--- src/rtl/fft_reorder.sv ---
// Purpose: converts the bit-reversed output of the last FFT stage back to natural index order.
// Latency: natural sample 0 leaves one ce-edge after the last input sample of its frame.
// Backpressure: none; two ping-pong banks absorb a continuous stream, and ce=0 freezes every register.
module fft_reorder #(
    parameter int width = 8,
    parameter int log2n = 2
) (
    input  logic                    CLK,
    input  logic                    RST,
    input  logic                    ce,
    input  logic                    valid_i,
    input  logic signed [width-1:0] xr,
    input  logic signed [width-1:0] xi,
    output logic                    valid_o,
    output logic                    sof_o,
    output logic signed [width-1:0] yr,
    output logic signed [width-1:0] yi
);

    localparam int N  = 1 << log2n;
    // Counters keep at least one bit so that a single-entry frame stays legal.
    localparam int CW = (log2n > 0) ? log2n : 1;
    localparam logic [CW-1:0] LAST = CW'(N - 1);

    typedef struct packed {
        logic signed [width-1:0] re;
        logic signed [width-1:0] im;
    } sample_t;

    typedef enum logic {
        IDLE = 1'b0,
        READ = 1'b1
    } state_t;

    // Reverses the low log2n bits of an index.
    function automatic logic [CW-1:0] bitrev(input logic [CW-1:0] a);
        logic [CW-1:0] r;
        r = '0;
        for (int i = 0; i < log2n; i++) begin
            r[i] = a[log2n-1-i];
        end
        return r;
    endfunction

    // Ping-pong sample storage, deliberately left without reset.
    sample_t mem [2][N];

    // Write side state.
    logic [CW-1:0] wcnt_q;
    logic          wbank_q;
    logic          wr_fire;
    logic          wr_last;

    // Bank-full flags, one per bank.
    logic [1:0]    ready_q;

    // Read side state and next-state terms.
    state_t        state_q, state_d;
    logic [CW-1:0] rcnt_q, rcnt_d;
    logic          rbank_q, rbank_d;
    logic          rd_en;
    logic [CW-1:0] rd_addr;
    logic          rd_clr;
    logic          valid_d;
    logic          sof_d;
    sample_t       rd_dat;

    assign wr_fire = ce & valid_i;
    assign wr_last = wr_fire & (wcnt_q == LAST);

    // Store incoming samples at their bit-reversed slot in the bank being filled.
    always_ff @(posedge CLK) begin
        if (RST && wr_fire) begin
            mem[wbank_q][bitrev(wcnt_q)] <= {xr, xi};
        end
    end

    // Advance the write index, flipping banks at the end of each frame.
    always_ff @(posedge CLK) begin
        if (!RST) begin
            wcnt_q  <= '0;
            wbank_q <= 1'b0;
        end else if (wr_fire) begin
            if (wcnt_q == LAST) begin
                wcnt_q  <= '0;
                wbank_q <= ~wbank_q;
            end else begin
                wcnt_q <= wcnt_q + 1'b1;
            end
        end
    end

    // Writer marks a bank full, reader releases it; they never target the same bank on one edge.
    always_ff @(posedge CLK) begin
        if (!RST) begin
            ready_q <= 2'b00;
        end else if (ce) begin
            for (int b = 0; b < 2; b++) begin
                if (wr_last && (wbank_q == b[0])) begin
                    ready_q[b] <= 1'b1;
                end else if (rd_clr && (rbank_q == b[0])) begin
                    ready_q[b] <= 1'b0;
                end
            end
        end
    end

    // Read sequencer: start a bank when it is full, stream N entries, then hand over.
    always_comb begin
        state_d = state_q;
        rcnt_d  = rcnt_q;
        rbank_d = rbank_q;
        rd_en   = 1'b0;
        rd_addr = rcnt_q;
        rd_clr  = 1'b0;
        valid_d = 1'b0;
        sof_d   = 1'b0;
        case (state_q)
            IDLE: begin
                if (ready_q[rbank_q]) begin
                    rd_en   = 1'b1;
                    rd_addr = '0;
                    valid_d = 1'b1;
                    sof_d   = 1'b1;
                    if (N == 1) begin
                        rd_clr  = 1'b1;
                        rbank_d = ~rbank_q;
                    end else begin
                        rcnt_d  = CW'(1);
                        state_d = READ;
                    end
                end
            end
            READ: begin
                rd_en   = 1'b1;
                valid_d = 1'b1;
                rcnt_d  = rcnt_q + 1'b1;
                if (rcnt_q == LAST) begin
                    rd_clr  = 1'b1;
                    rbank_d = ~rbank_q;
                    rcnt_d  = '0;
                    state_d = IDLE;
                end
            end
            default: begin
                state_d = IDLE;
            end
        endcase
    end

    assign rd_dat = mem[rbank_q][rd_addr];

    // Register the sequencer state and the output sample; data holds while nothing is read.
    always_ff @(posedge CLK) begin
        if (!RST) begin
            state_q <= IDLE;
            rcnt_q  <= '0;
            rbank_q <= 1'b0;
            valid_o <= 1'b0;
            sof_o   <= 1'b0;
            yr      <= '0;
            yi      <= '0;
        end else if (ce) begin
            state_q <= state_d;
            rcnt_q  <= rcnt_d;
            rbank_q <= rbank_d;
            valid_o <= valid_d;
            sof_o   <= sof_d;
            if (rd_en) begin
                yr <= rd_dat.re;
                yi <= rd_dat.im;
            end
        end
    end

endmodule

--- config.mk ---
export PLATFORM = sky130hd
export DESIGN_NAME = fft_reorder
export DESIGN_NICKNAME = d
export VERILOG_FILES = /design/src/rtl/fft_reorder.sv
export SDC_FILE = /design/constraint.sdc
export NUM_CORES = 1
export LEC_CHECK = 0
export BUFFER_PORTS_ARGS = -buffer_cell sky130_fd_sc_hd__buf_2
export CAP_MARGIN = 10
export CORE_MARGIN = 2
export CORE_UTILIZATION = 34
export DETAILED_ROUTE_END_ITERATION = 10
export GPL_TIMING_DRIVEN = 0
export MAX_ROUTING_LAYER = met4
export PLACE_DENSITY = 0.55
export SLEW_MARGIN = 20
export SYNTH_ARGS = -nofsm -noshare
export SYNTH_HDL_FRONTEND = slang
export SYNTH_SLANG_ARGS = --single-unit
--- constraint.sdc ---
create_clock -name CLK -period 3.4 [get_ports CLK]
set_input_delay 0.51 -clock CLK [delete_from_list [all_inputs] [get_ports CLK]]
set_output_delay 0.51 -clock CLK [all_outputs]
set_load 0.02 [all_outputs]
==> impl_summary.txt, run 1 <==
----------------------------------------------------
[Setup path]
  R2r startpoint ... rbank_q$_SDFFE_PN0P_
  Critical path launch point ... rbank_q$_SDFFE_PN0P_
  Terminus of the critical flop-to-flop path ... yr[6]$_SDFFE_PN0P_
  Required time at the endpoint of the critical path ... 3.76 ns
  Kind of cell with the highest combined delay on the critical path ... buffers and inverters
  Max incr delay on CP ... 0.57 ns
  Element type at the critical path end ... register
  Ordered list of cells on the worst path ... mux2_4, o21a_1, buf_2, nand2_1, clkbuf_1, o221a_1
  Number of buffer and inverter instances along the worst setup path ... 2
  Cell count along the critical path ... 6
  Register-to-register setup slack ... 0.99 ns
  CP Class ... reg2reg
  Crit path to ... yr[6]$_SDFFE_PN0P_
  Cell with the biggest individual delay on the critical path ... sky130_fd_sc_hd__clkbuf_1
  Critical Path Fanout Max ... 10
  Data arrival time of the critical path ... 2.77 ns
  Length in cells of the worst reg-to-reg path ... 6
  Critical Path Source Type ... register

[Cells and area]
  Synthesis-to-finish area growth ... 18.3%
  Proportion of layout cells with a drive suffix above 1 ... 26.5%
  Nets ... 394
  Post-layout instance count excluding filler cells ... 607

[Floorplan]
  Starting Density ... 34.7%
  Horizontal die dimension ... 137 um
  Vertical extent of the die ... 137 um
  Number of placement rows ... 48
  Core region area ... 17300 um2
  Die Area ... 18700 um2
  Top-level port count ... 38

[Routing]
  Average vias per placed instance ... 4.95
  Detailed-router iteration count before antenna repair ... 4
  Routed len/inst ... 21.3 um
  Final ANT Viol Nets ... 0
  Residual DRC count ... 0
  Iter 0 DRT Violations ... 230
  Vias ... 3005
  Wire length reported by the detailed router ... 12900 um

[Pwr]
  Peak supply drop ... 378 uV
  Leakage Power ... 2.41 nW
  Cell area power density ... 586 nW/um2

[Placed design]
  HPWL reported at the end of detailed placement ... 7440 um
  Post-Place Cells ... 574
  Port-buffer cells ... 37
  GPL Wtd Cong ... 0.725

[Synth]
  Netlist Area Pre-Place ... 6000 um2
  Register bit total from synthesis ... 156
  Library cells used by synthesis ... 33
  Net count after synthesis ... 338
  Total number of yosys warnings ... 0
  Cell count after synthesis ... 312
  Portion of the post-synthesis area used by sequential elements ... 73.4%
  Post-synthesis area per instance ... 19.2 um2

[STA]
  Fin Setup TNS ... 0 ns
  Total count of max-transition violations in the final report ... 0
  Min cycle time layout ... 2.41 ns
  Setup-failing EPs final ... 0
  Final Hold Vio Count ... 0
  Relative slew margins ... 26.9%
  Unrepaired setup endpoints after global routing ... false
  Pin slew with the least headroom to its limit ... 1.10 ns
  Worst clock skew ... 0.00512 ns
  Highest clock frequency the design can meet ... 416 MHz
  Ratio of final minimum period to clock period ... 70.8%

[CTS]
  TritonCTS Buffers ... 17
  Post-CTS repair timing setup buffer count ... 0
  Resize count post-CTS ... 0
  CTS tree ... yes
  Maximum level of the CTS H-tree ... 4
  Insertion delay of the later-clocked pin in the worst-skew pair ... 0.42 ns
  Sink count of the clock tree ... 156
  Total of hold buffers inserted after clock tree synthesis ... 0
  Clk Tree Root Cell ... sky130_fd_sc_hd__clkbuf_16
  Clock Tree Buf Depth ... 2
  Clk slew on worst S/H paths ... 0.06 ns

[Global routing]
  Overall global routing resource usage ... 15.3%
  Vias in the first global route ... 3094
  Number of antenna violations at the first check in global routing ... 1
  Total overflow reported by the global router ... 0
  Largest net degree at the start of global routing ... 18
  Wire length of the first global-routing pass ... 19000 um

[Status]
  Status ... finished clean

[Job]
  Max-Cap Viols ... 0

[Worst hold path]
  Hold Path Class ... in2reg

----------------------------------------------------
where the power goes:
group / total (mW) / internal, mW / switching (mW)
Clock: 2.01 / 1.29 / 0.720
Combinational: 0.0702 / 0.0227 / 0.0475
Sequential: 2.08 / 2.08 / 0.00351
Total: 4.16 / 3.39 / 0.771
layout make-up:
cell class	instances	area, um2
multi-input cells	134	1460
well taps	225	282
inverters	5	18.8
flip-flops and latches	156	4400
clock buffers	17	425
plain buffers	17	114
repair buffers	37	185
fillers	1575	10200
clock inverters	15	203
diodes	1	2.50
metal layers:
metal  global-route usage (%)  part of all wire (%)  vias up
li1                         -                     -     1369
met1                     20.2                    47     1572
met2                     23.1                    49       54
met3                     4.22                   3.5       10
met4                     4.93                  0.77        0
met5                        -                     0        -
cells by family after synthesis:
| kind of cell | synth area share [%] |
|---|---|
| muxes | 13.1 |
| adders and majority gates | 1.25 |
| and+or+nand+nor | 3.25 |
| xor gates and xnor gates | 0.292 |
| DFF | 73.4 |
| buffers and inverters | 2.21 |
| AOI/OAI and AO/OA | 6.41 |
flip-flops by register name, summed over array words and instances, names as in the netlist, named ones only:
register and count:
yr 8, mem 128, sof_o 1, wbank_q 1, rbank_q 1, wcnt_q 2
ready_q 2, state_q 1, rcnt_q 2, yi 8, valid_o 1
Yosys cell counts (all sizes together):
library cell  number  area (um2)
o221a             16         180
mux2               1        15.0
and4               1        8.76
xnor2              2        17.5
nor2b              2        12.5
a21o               1        7.51
nand2b             2        12.5
a31o               1        8.76
clkbuf            10        37.5
dfxtp             28         561
mux2i             21         210
o21a              18         135
nor2               1        3.75
edfxtp           128        3840
inv                5        18.8
and2              13        81.3
nor3b              1        7.51
nand4              1        6.26
o211ai             1        7.51
a21oi              3        15.0
nor3               1        5.00
buf                7        76.3
nand3              7        35.0
ha                 6        75.1
o22ai              1        6.26
o221ai             1        8.76
mux4              25         563
a21boi             2        15.0
nand2              6        22.5
through the flow:
stage                     worst slack (ns)  util, %  hold WS, ns  instance area (um2)  power (mW)
after floorplan                       1.49        -        0.441                 6000        2.15
after CTS                            0.973     41.0        0.350                 7090        4.19
after global routing                 0.875     41.0        0.360                 7100        4.27
after detailed placement             0.873     37.4        0.463                 6460        2.19
after global placement               0.899     37.4        0.462                 6460        2.19
final                                0.994     41.0        0.359                 7100        4.16
layout by cell type (no fill, tap or decap), drive strengths merged, types with 3 or more instances in the layout:
cell type,n
clkinv,9
o21a,18
nand2,6
mux4,25
o221a,16
edfxtp,128
ha,6
inv,5
mux2i,21
dfxtp,28
buf,44
nand3,7
a21oi,3
clkbuf,27
bufinv,5
and2,13
worst register-to-register path: cells and delay by family, from the launching register on:
kind                   cells  cell delay [ns]
muxes                      1             0.34
AOI/OAI and AO/OA          2             0.46
and+or+nand+nor            1             0.34
DFF                        1             0.42
buffers and inverters      2             0.78
worst min-delay path by stage:
| stage | slack (ns) | to | from | depth (start not counted) |
|---|---|---|---|---|
| 2_1_floorplan | 0.44 | state_q$_SDFFE_PN0P_ | state_q$_SDFFE_PN0P_ | 2 |
| 3_3_place_gp | 0.46 | state_q$_SDFFE_PN0P_ | state_q$_SDFFE_PN0P_ | 2 |
| 3_5_place_dp | 0.46 | state_q$_SDFFE_PN0P_ | state_q$_SDFFE_PN0P_ | 2 |
| 4_1_cts | 0.35 | mem[0][54]$_DFFE_PP_ | xi[6] | 1 |
| 5_1_grt | 0.36 | mem[1][22]$_DFFE_PP_ | xi[6] | 1 |
| 6_report | 0.36 | mem[1][22]$_DFFE_PP_ | xi[6] | 1 |
(Power assumes the default switching activity.)
==> run 2, diff against run 1 <==
--- a/config.mk
+++ b/config.mk
@@ -12,7 +12,7 @@
 export DETAILED_ROUTE_END_ITERATION = 10
 export GPL_TIMING_DRIVEN = 0
 export MAX_ROUTING_LAYER = met4
-export PLACE_DENSITY = 0.55
+export PLACE_DENSITY = 0.57
 export SLEW_MARGIN = 20
 export SYNTH_ARGS = -nofsm -noshare
 export SYNTH_HDL_FRONTEND = slang
==> constraint.sdc (replaced) <==
create_clock -name CLK -period 2.2 [get_ports CLK]
set_input_delay 0.33 -clock CLK [delete_from_list [all_inputs] [get_ports CLK]]
set_output_delay 0.33 -clock CLK [all_outputs]
set_load 0.02 [all_outputs]
==> impl_summary.txt, run 2 (synthesized netlist as in run 1, its figures left out) <==
----------------------------------------------------
[Pwr]
  Leakage Power ... 2.42 nW (+0.20%)
  Cell area power density ... 894 nW/um2 (+53%)
  Peak supply drop ... 630 uV (+67%)

[Setup path]
  Length in cells of the worst reg-to-reg path ... 6 (unchanged)
  Element type at the critical path end ... register
  Critical Path Fanout Max ... 10 (unchanged)
  Data arrival time of the critical path ... 2.36 ns (-0.41 ns)
  Critical Path Source Type ... register
  Max incr delay on CP ... 0.33 ns (-0.24 ns)
  Register-to-register setup slack ... 0.15 ns (-0.84 ns)
  Ordered list of cells on the worst path ... clkbuf_1, o21a_1, buf_2, nand2_2, clkbuf_2, o221a_1
  Cell with the biggest individual delay on the critical path ... sky130_fd_sc_hd__dfxtp_1
  Kind of cell with the highest combined delay on the critical path ... buffers and inverters
  Required time at the endpoint of the critical path ... 2.51 ns (-1.25 ns)
  Terminus of the critical flop-to-flop path ... yr[5]$_SDFFE_PN0P_
  CP Class ... reg2reg
  Number of buffer and inverter instances along the worst setup path ... 3 (+1)
  R2r startpoint ... state_q$_SDFFE_PN0P_

[Cells and area]
  Proportion of layout cells with a drive suffix above 1 ... 28.5% (+2.0 points)
  Commonest non-fill, non-tap cell in the layout ... sky130_fd_sc_hd__edfxtp_1
  Synthesis-to-finish area growth ... 18.6%
  Nets ... 395 (+0.25%)
  Registers with the most flip-flops ... mem: 128 flops, yi: 8 flops, yr: 8 flops
  Register bank with the most flops ... mem
  Post-layout instance count excluding filler cells ... 608 (+0.16%)
  Most frequent cells in the layout ... 128 x sky130_fd_sc_hd__edfxtp_1, 39 x sky130_fd_sc_hd__buf_2, 28 x sky130_fd_sc_hd__dfxtp_1
  Flip-flop count of the largest register after layout ... 128 (unchanged)

[Routing]
  Vias ... 3023 (+0.60%)
  Final ANT Viol Nets ... 0 (unchanged)
  Wire length reported by the detailed router ... 12700 um (-1.5%)
  Average vias per placed instance ... 4.97 (+0.43%)
  Detailed-router iteration count before antenna repair ... 4 (unchanged)
  Residual DRC count ... 0 (unchanged)
  Iter 0 DRT Violations ... 227 (-1.3%)
  Routed len/inst ... 20.9 um (-1.6%)

[STA]
  Pin slew with the least headroom to its limit ... 1.05 ns (-0.0439 ns)
  Min cycle time layout ... 2.05 ns (-0.358 ns)
  Worst clock skew ... 0.00813 ns (+0.00302 ns)
  Unrepaired setup endpoints after global routing ... false
  Fin Setup TNS ... 0 ns (unchanged)
  Relative slew margins ... 29.8% (+2.9 points)
  Setup-failing EPs final ... 0 (unchanged)
  Ratio of final minimum period to clock period ... 93.1% (+22 points)
  Highest clock frequency the design can meet ... 488 MHz (+17%)
  Min Hold Slack ... 0.172 ns (-0.186 ns)
  Final Hold Vio Count ... 0 (unchanged)
  Total count of max-transition violations in the final report ... 0 (unchanged)

[CTS]
  Clk Tree Root Cell ... sky130_fd_sc_hd__clkbuf_16
  Clk slew on worst S/H paths ... 0.06 ns (about the same)
  CTS tree ... yes
  Clock Tree Buf Depth ... 2 (unchanged)
  Insertion delay of the later-clocked pin in the worst-skew pair ... 0.42 ns (about the same)
  TritonCTS Buffers ... 17 (unchanged)
  Post-CTS repair timing setup buffer count ... 0 (unchanged)
  Sink count of the clock tree ... 156 (unchanged)
  Maximum level of the CTS H-tree ... 4 (unchanged)

[Floorplan]
  Core region area ... 17300 um2 (unchanged)
  Vertical extent of the die ... 137 um (unchanged)
  Horizontal die dimension ... 137 um (unchanged)
  Number of placement rows ... 48 (unchanged)
  Die Area ... 18700 um2 (unchanged)
  Top-level port count ... 38 (unchanged)
  Starting Density ... 34.7% (unchanged)

[Global routing]
  Number of antenna violations at the first check in global routing ... 1 (unchanged)
  Wire length of the first global-routing pass ... 18700 um (-1.9%)
  Vias in the first global route ... 3091 (-0.097%)
  Total overflow reported by the global router ... 0 (unchanged)
  Largest net degree at the start of global routing ... 18 (unchanged)
  Overall global routing resource usage ... 14.8% (-0.47 points)

[Worst hold path]
  Hold path endpoint ... mem[1][20]$_DFFE_PP_
  Hold wc startpoint ... xi[4]
  Cell count of the worst hold path ... 1 (unchanged)
  Hold Path Class ... in2reg

[Placed design]
  Post-Place Cells ... 575 (+0.17%)
  HPWL reported at the end of detailed placement ... 7490 um (+0.61%)
  Port-buffer cells ... 37 (unchanged)
  GPL Wtd Cong ... 0.750 (+3.4%)

[Status]
  Status ... finished clean

[Job]
  Max-Cap Viols ... 0 (unchanged)

----------------------------------------------------
## run 2: changes by cell type in the layout (fill, tap and decap cells not counted), sizes merged
| cell | change |
|---|---|
| bufinv | -1 |
| clkbuf | +1 |
| clkinv | -3 |
| clkinvlp | +2 |
| inv | +2 |
## run 2: what timing repair did
item                       4_1_cts  5_1_grt
setup endpoints to repair       10       12
hold buffers                     0        0
pin swaps                        0        0
gates resized for setup          1        6
gates cloned                     0        0
## run 2: cell type report
| class | instances | area, um2 |
|---|---|---|
| Sequential cell | 156 | 4400 |
| Antenna cell | 1 | 2.50 |
| Fill cell | 1569 | 10200 |
| Buffer | 17 | 118 |
| Clock buffer | 17 | 425 |
| Clock inverter | 15 | 195 |
| Timing Repair Buffer | 38 | 200 |
| Tap cell | 225 | 282 |
| Inverter | 5 | 18.8 |
| Multi-Input combinational cell | 134 | 1470 |
## run 2: worst register-to-register path, stage by stage, from the launching register on
cell                       delay, ns
sky130_fd_sc_hd__dfxtp_1        0.33
sky130_fd_sc_hd__clkbuf_1       0.33
sky130_fd_sc_hd__o21a_1         0.18
sky130_fd_sc_hd__buf_2          0.26
sky130_fd_sc_hd__nand2_2        0.21
sky130_fd_sc_hd__clkbuf_2       0.31
sky130_fd_sc_hd__o221a_1        0.32
## run 2: report_power, final
part / switching [mW] / leakage, nW / internal [mW] / total, mW
clock network: 1.15 / 0.295 / 1.89 / 3.04
registers: 0.00543 / 1.38 / 3.21 / 3.21
logic: 0.0713 / 0.745 / 0.0348 / 0.106
## run 2: how the worst max path moves through the flow
stage,startpoint,to,cells past startpoint
2_1_floorplan,rbank_q$_SDFFE_PN0P_,yi[0]$_SDFFE_PN0P_,6
3_3_place_gp,rbank_q$_SDFFE_PN0P_,yr[7]$_SDFFE_PN0P_,6
3_5_place_dp,rbank_q$_SDFFE_PN0P_,yr[7]$_SDFFE_PN0P_,6
4_1_cts,state_q$_SDFFE_PN0P_,yr[5]$_SDFFE_PN0P_,6
5_1_grt,state_q$_SDFFE_PN0P_,yr[5]$_SDFFE_PN0P_,6
6_report,state_q$_SDFFE_PN0P_,yr[5]$_SDFFE_PN0P_,6
## run 2: layer usage
metal	global-route usage [%]	part of all wire (%)	vias up
met2	23.3	50	70
met5	-	0	-
met4	5.38	1.3	0
met1	18.9	44	1567
li1	-	-	1374
met3	3.48	4.3	12
## run 2: per-stage QoR
stage	util, %	instance area, um2	setup slack (ns)	total power [mW]
after detailed placement	37.5	6480	-0.205	3.38
after global placement	37.4	6460	-0.201	3.38
final	41.1	7110	0.152	6.36
after global routing	41.1	7110	0.0560	6.53
after CTS	41.1	7100	0.00362	6.40
after floorplan	-	6000	0.288	3.32
